<file path="src/rtl/cla_avalon_arbiter.sv">
// Round-robin arbiter that lets two requesters share one carry_lookahead_adder slave.
// Each grant runs a fixed sequence on the adder bus: write A, write B, read the sum, capture it, pulse done.
module cla_avalon_arbiter #(
    parameter int DATA_WIDTH = 32
) (
    input  logic                  clock,
    input  logic                  reset,
    input  logic                  req0,
    input  logic [DATA_WIDTH-1:0] a0,
    input  logic [DATA_WIDTH-1:0] b0,
    output logic                  done0,
    output logic [DATA_WIDTH-1:0] result0,
    input  logic                  req1,
    input  logic [DATA_WIDTH-1:0] a1,
    input  logic [DATA_WIDTH-1:0] b1,
    output logic                  done1,
    output logic [DATA_WIDTH-1:0] result1,
    output logic                  busy,
    output logic                  CS,
    output logic                  WR,
    output logic                  RD,
    output logic                  Address,
    output logic [DATA_WIDTH-1:0] Data,
    input  logic [DATA_WIDTH-1:0] o_result
);

    // Requester handshake: reqN is a level sampled only in IDLE; doneN is a one-cycle
    // pulse in DONE with resultN valid from then until the next doneN. The requester
    // must drop reqN by the edge after doneN, or it is taken as a new request.
    typedef enum logic [2:0] {
        IDLE    = 3'd0,
        WR_A    = 3'd1,
        WR_B    = 3'd2,
        RD_SUM  = 3'd3,
        CAPTURE = 3'd4,
        DONE    = 3'd5
    } state_t;

    state_t                state_q, state_d;
    logic                  last_q, last_d;
    logic                  grant_q, grant_d;
    logic [DATA_WIDTH-1:0] op_a_q, op_a_d;
    logic [DATA_WIDTH-1:0] op_b_q, op_b_d;
    logic [DATA_WIDTH-1:0] result0_q, result0_d;
    logic [DATA_WIDTH-1:0] result1_q, result1_d;
    logic                  done0_q, done0_d;
    logic                  done1_q, done1_d;
    logic                  busy_q, busy_d;
    logic                  cs_q, cs_d;
    logic                  wr_q, wr_d;
    logic                  rd_q, rd_d;
    logic                  addr_q, addr_d;
    logic [DATA_WIDTH-1:0] data_q, data_d;
    logic                  pick;

    always_ff @(posedge clock or posedge reset) begin
        if (reset) begin
            state_q   <= IDLE;
            last_q    <= 1'b1;
            grant_q   <= 1'b0;
            op_a_q    <= '0;
            op_b_q    <= '0;
            result0_q <= '0;
            result1_q <= '0;
            done0_q   <= 1'b0;
            done1_q   <= 1'b0;
            busy_q    <= 1'b0;
            cs_q      <= 1'b0;
            wr_q      <= 1'b0;
            rd_q      <= 1'b0;
            addr_q    <= 1'b0;
            data_q    <= '0;
        end else begin
            state_q   <= state_d;
            last_q    <= last_d;
            grant_q   <= grant_d;
            op_a_q    <= op_a_d;
            op_b_q    <= op_b_d;
            result0_q <= result0_d;
            result1_q <= result1_d;
            done0_q   <= done0_d;
            done1_q   <= done1_d;
            busy_q    <= busy_d;
            cs_q      <= cs_d;
            wr_q      <= wr_d;
            rd_q      <= rd_d;
            addr_q    <= addr_d;
            data_q    <= data_d;
        end
    end

    // Bus outputs are registered, so each branch computes the strobes for the state being entered.
    always_comb begin
        state_d   = state_q;
        last_d    = last_q;
        grant_d   = grant_q;
        op_a_d    = op_a_q;
        op_b_d    = op_b_q;
        result0_d = result0_q;
        result1_d = result1_q;
        done0_d   = 1'b0;
        done1_d   = 1'b0;
        cs_d      = 1'b0;
        wr_d      = 1'b0;
        rd_d      = 1'b0;
        addr_d    = 1'b0;
        data_d    = '0;
        pick      = (req0 && req1) ? ~last_q : req1;

        case (state_q)
            IDLE: begin
                if (req0 || req1) begin
                    grant_d = pick;
                    op_a_d  = pick ? a1 : a0;
                    op_b_d  = pick ? b1 : b0;
                    state_d = WR_A;
                    cs_d    = 1'b1;
                    wr_d    = 1'b1;
                    data_d  = pick ? a1 : a0;
                end
            end
            WR_A: begin
                state_d = WR_B;
                cs_d    = 1'b1;
                wr_d    = 1'b1;
                addr_d  = 1'b1;
                data_d  = op_b_q;
            end
            WR_B: begin
                state_d = RD_SUM;
                cs_d    = 1'b1;
                rd_d    = 1'b1;
            end
            RD_SUM: begin
                state_d = CAPTURE;
            end
            CAPTURE: begin
                state_d = DONE;
                last_d  = grant_q;
                if (grant_q) begin
                    result1_d = o_result;
                    done1_d   = 1'b1;
                end else begin
                    result0_d = o_result;
                    done0_d   = 1'b1;
                end
            end
            DONE: begin
                state_d = IDLE;
            end
            default: begin
                state_d = IDLE;
            end
        endcase

        busy_d = (state_d != IDLE);
    end

    assign done0   = done0_q;
    assign done1   = done1_q;
    assign result0 = result0_q;
    assign result1 = result1_q;
    assign busy    = busy_q;
    assign CS      = cs_q;
    assign WR      = wr_q;
    assign RD      = rd_q;
    assign Address = addr_q;
    assign Data    = data_q;

endmodule

</file>
<file path="config.mk">
export PLATFORM = sky130hd
export DESIGN_NAME = cla_avalon_arbiter
export DESIGN_NICKNAME = d
export VERILOG_FILES = /design/src/rtl/cla_avalon_arbiter.sv
export SDC_FILE = /design/constraint.sdc
export NUM_CORES = 1
export LEC_CHECK = 0
export CELL_PAD_IN_SITES_DETAIL_PLACEMENT = 0
export CELL_PAD_IN_SITES_GLOBAL_PLACEMENT = 1
export CORE_MARGIN = 10
export CORE_UTILIZATION = 32
export CTS_CLUSTER_SIZE = 20
export DETAILED_ROUTE_END_ITERATION = 7
export PLACE_DENSITY = 0.9
export SETUP_SLACK_MARGIN = 0.05
export SLEW_MARGIN = 25
export SYNTH_ARGS = -nofsm -noshare
export SYNTH_HDL_FRONTEND = slang
export SYNTH_SLANG_ARGS = --single-unit
</file>
<file path="constraint.sdc">
create_clock -name clock -period 6.45 [get_ports clock]
set_clock_uncertainty 0.1 [all_clocks]
set_input_delay 1.29 -clock clock [delete_from_list [all_inputs] [get_ports clock]]
set_output_delay 1.29 -clock clock [all_outputs]
set_load 0.05 [all_outputs]
</file>
Yosys cells after proc, flatten, opt, wreduce, memory -nomap -nowiden
Cells that the tools add are included.
W data, S select, Z words.
- bits in registers: 140
- bits of input ports: 164
- output and inout bits: 103
- word-level logic and storage cells: 44
- equality and inequality tests: 4
- muxes and demuxes: 16
- bitwise operators: 2
- reduce and logical (&&, ||, !) cells: 8
- operators by type and width (kind ; count):
    $mux W32 ; 3
    $pmux W32 S2 ; 1
    $pmux W3 S5 ; 1
    $mux W1 ; 8
    $eq A3 B2 Y1 const B ; 2
    $reduce_and A2 Y1 ; 3
    $pmux W1 S2 ; 2
    $eq A3 B1 Y1 const B ; 1
    $eq A3 B3 Y1 const B ; 1
    $logic_not A3 Y1 ; 1
    $mux W3 ; 1
    $reduce_bool A3 Y1 ; 1
    $not A1 Y1 ; 2
    $reduce_or A2 Y1 ; 1
    $logic_and A1 B1 Y1 ; 1
    $logic_or A1 B1 Y1 ; 1

Depth between registers and ports, before layout
- depth after elaboration: 5
- mapped depth: 6

Least setup slack after synthesis
OpenSTA, ideal clock, no wires.
- path type: input to register
- start: in req1
- end: reg op_b_q[10]
- arrival time: 2.435 ns
- path slack: 3.790 ns
- stages: 5
- path buffers: 2
- cells stage by stage: a21boi_1 > buf_4 > buf_2 > mux2_2 > mux2_2
- longest elaborated chain between the ends: 3
- elaborated cells between the ends (all ways): 5
- classes of those cells: mux (2); reduce/logical (3)
- RTL lines (element ; line ; text):
    from (decl) ; 13 ; input logic req1,
    $logic_and A1 B1 Y1 ; 108 ; pick = (req0 && req1) ? ~last_q : req1;
    $mux W1 ; 108 ;
    $mux W32 ; 115 ; op_b_d = pick ? b1 : b0;
    to (signal assigned) ; 78 ; op_b_q <= op_b_d;
    to (decl) ; 43 ; logic [DATA_WIDTH-1:0] op_b_q, op_b_d;
Several ways; a longest one is shown, not always the timed one.
A chain may end at the register's enable or synchronous reset.

Worst setup path in the final report
- start: in req1
- end: reg op_b_q[16]
Same word-level chain as after synthesis.

==> results <==
- For this run, the total global-route usage over all layers was measured as 0.141.
- The cell family contributing the most delay on the critical path is buffers and inverters.
- The signal on the critical path passes through clkdlybuf4s50_1, a21boi_4, buf_4, mux2_2, mux2_2.
- Of the synthesized area, sequential elements account for 0.594.
- The cell count after synthesis came out at 415.
- In the finished design, the share of the clock period the worst path needs comes to 0.523.
- The detail route stage leaves a number of antenna-violating nets equal to 0.
- The leading cell type in the layout, fill and taps excluded is clkdlybuf4s50_1.
- At the end of the flow, the number of nets in the layout was roughly 840.
- The number of pins with negative max-slew slack in the final report came to 0.
- The largest vdd supply drop is just over 0.4 mV.
- Of all flip-flops after synthesis, the portion carrying an async set or reset was 1.00.
- Setup repair after global routing left no endpoint under its margin.
- In the layout the commonest cells are 266 x clkdlybuf4s50_1, 139 x dfrtp_1, 82 x mux2_2, 46 x mux2_1, 34 x nand2_1.
- Setup violations remaining at the end of the flow were counted as 0.
- The die is about 160 µm tall.
- The first detailed-routing pass ran for 4 iterations.
- The startpoint identified for the worst hold timing path is op_b_q[20]$_DFFE_PP0P_.
- The total overflow left after global routing is 0.
- The area fraction of the dominant cell type after synthesis is 0.589.
- Measured along the x axis, the die boundary spans 156 µm.
- By area the synthesized netlist is led by dfrtp_1 59%, mux2_2 16%, mux2_1 8.8%.
- The total power density per cell area is 529 nW/µm².
- The number of sinks handled by clock tree synthesis is 140.
- The clock root buffer is clkbuf_16.
- The H-tree generated during clock tree synthesis spans 4 levels.
- Adding up every negative setup slack in the final design gives 0 ps.
- The later pin in the worst-skew pair is clocked with a latency of 410 ps.
- The area taken by flip-flops and latches is between 3000 and 4000 µm².
- The maximum buffer depth of the clock tree is 2.
- The number of antenna violations at the first check in global routing is 0.
- The distinct cell type count after synthesis is 28.
- Of all nets on the critical path, the largest fanout is 65.
- The final routed wirelength across all metal layers is 17.3 mm.
- The post-synth net total is around 580.
- The count of cells resized by post-cts repair is 0.
- In this run the standard cell core region covers about 18000 µm².
- The area growth from synthesis to layout is 59.0%.
- The cell type of the slowest stage on the worst timing path is buf_4.
- In the final layout, the multi-input gates occupy around 2200 µm².
- Using the TritonRoute via totals, the vias-per-cell ratio works out to 4.66.
- The class of the most critical setup path is in -> reg.
- The initial standard-cell utilization of the core is 0.327.
- The peak clock frequency supported by timing is around 0.30 GHz.
- The smallest setup slack after layout is slightly above 3000 ps.
- At the end of routability-driven placement, the weighted congestion stood at just under 0.8.
- The final-layout fill cell count is around 1500.
- Dividing the detail-routed wire length by the instance count gives about 19 µm.
- Clock-pin slew was measured on the worst setup and hold paths at about 60 ps.
- The path with the worst hold slack has its endpoint at Data[20]$_DFF_PP0_.
- The total number of yosys warnings is 0.
- Post-CTS timing repair inserted 0 buffers for setup.
- The pre-CTS setup slack is ~2600 ps.
- The die area is ~24000 µm².
- By instance count, the cell type seen most on the critical path is mux2_2.
- In the final layout, the share of cells above drive strength 1 is 0.179.
- For the worst setup path, the data required time is ~6600 ps.
- In this run, the number of DRC markers left after iteration 0 of detailed routing was 67.
- The synthesized design contains 140 register bits.
- The depth of the worst register-to-register path is 4.
- The worst hold path was traced through 2 stages.
- The worst min-delay path class is reg -> reg.
- The max-cap check violation count is 0.
- The leakage power total is about 0.0040 µW.
- The pin count of the biggest net entering global routing is 90.
- In this run the critical register-to-register path is captured at op_b_q[0]$_DFFE_PP0P_.
- In this run, synthesis inferred 0 flip-flops with an integrated enable.
- In this run the count of I/O pins placed on the die edge is 267.
- At the worst endpoint, the arrival time is roughly 3600 ps.
- The number of global-route vias before repair came to ~5000.
- The startpoint of the worst register-to-register path is state_q[1]$_DFF_PP0_.
- Clock tree synthesis inserted a total of 17 buffers.
- The smallest clock period supported by the final layout is computed as 3380 ps.
- The initialized floorplan defines between 40 and 50 standard-cell rows.
- The run finished with clean final reports.
- The kind of start point of the critical path is an input pin.
- The detailed-placement wirelength estimate is between 10 and 15 mm.
- The number of buffer cells added on primary ports is 266.
- The number of hold violations in the final report is 0.
- The cell taking the most area after synthesis is dfrtp_1.
- At the pin with the least slew margin, the transition time is just under 1000 ps.
- In the routed design, unresolved DRC markers number 0.
- Counting both buffers and inverters, the worst setup path holds a total of 2.
- The largest single stage delay on the critical path is about 700 ps.
- Setup slack on the worst reg-to-reg path comes out at approximately 4200 ps.
- Measured against its own limit, the worst slew margin works out to 0.358.
- After clock tree synthesis, the flow added hold-fix buffers numbering 0.
- 0 antenna diodes ended up in the layout.
- The global-route wire length before repair is ~27 mm.
- The synthesized netlist occupies a cell area of approximately 5900 µm².
- The worst setup path is captured at a flip-flop.
- The clock tree from TritonCTS is done.
- Across all layers, the routed design uses about 4300 vias.
- The most frequently used flop master after synthesis is dfrtp_1.
- The synthesized area divided by synthesized cell count is around 14 µm².
-- worst register-to-register path: cells and delay by family (launching register included) --
family | cells | cell delay (ps)
muxes | 1 | 420
and+or+nand+nor | 1 | 130
DFF | 1 | 610
buffers and inverters | 1 | 540
AOI/OAI and AO/OA | 1 | 310
-- worst max-delay path by stage --
stage / from / to / slack (ps) / cells after the start
2_1_floorplan: reset / Address$_DFF_PP0_ / 1310 / 1
4_1_cts: req1 / op_b_q[16]$_DFFE_PP0P_ / 3070 / 5
6_report: req1 / op_b_q[16]$_DFFE_PP0P_ / 3070 / 5
3_5_place_dp: req1 / op_b_q[16]$_DFFE_PP0P_ / 2630 / 5
3_3_place_gp: req1 / op_b_q[14]$_DFFE_PP0P_ / 2690 / 5
5_1_grt: req1 / op_b_q[13]$_DFFE_PP0P_ / 3000 / 5
-- cell families (layout without fill, tap and decap cells) --
group,after synthesis,after routing,synth area share
multiplexers,161,161,0.300
XOR/XNOR,1,1,0.00148
AO/OA/AOI/OAI,38,38,0.0346
AND/OR/NAND/NOR,46,46,0.0386
buffers and inverters,29,305,0.0312
flip-flops,140,140,0.594
-- registers in the layout (all words and copies together), names as in the netlist, 3 cells and up --
signal	flops
Data	32
op_b_q	32
result0	32
result1	32
state_q	3
-- stage by stage --
step	std cells	util	hold slack (ps)	cell area, µm²	power, µW
finish	920	0.520	384	9380	4960
global route	920	0.520	399	9380	5200
CTS	920	0.520	379	9380	5030
detailed placement	888	0.485	371	8740	3970
global placement	888	0.485	357	8740	3900
floorplan	415	-	344	5900	3080
-- per-layer routing --
layer  up-vias  GRT usage  wire length [µm]
met5         -          0                 0
met4         0     0.0441               199
met3        16     0.0601              1450
met2       146      0.246              9050
met1      2135      0.150              6580
li1       1988          -                 -
-- cell usage after synthesis (2+ instances only) --
cell and n:
buf_2 9, buf_4 7, mux2_2 82, clkbuf_1 6, a211oi_1 2, o21ai_0 6
buf_6 5, dfrtp_1 139, nand2_1 34, mux2_1 46, o21ai_1 27, inv_1 2
nor4_1 2, nor2_1 2, mux2i_1 33
-- power breakdown --
| part | total, µW | internal (µW) | switching [µW] | leakage (µW) |
|---|---|---|---|---|
| sequential | 1500 | 1280 | 222 | 0.00173 |
| combinational | 2410 | 928 | 1480 | 0.00193 |
| clock | 1050 | 680 | 365 | 0.000308 |
| total | 4960 | 2890 | 2070 | 0.00397 |
-- final cells by class --
cell class,count,area share
clock inverter,9,0.0169
timing repair buffer,271,0.288
clock buffer,23,0.0509
multi-input combinational,246,0.239
inverter,2,0.00133
sequential,140,0.374
tap,229,0.0305
No activity file was read; power rests on OpenSTA's default activity.
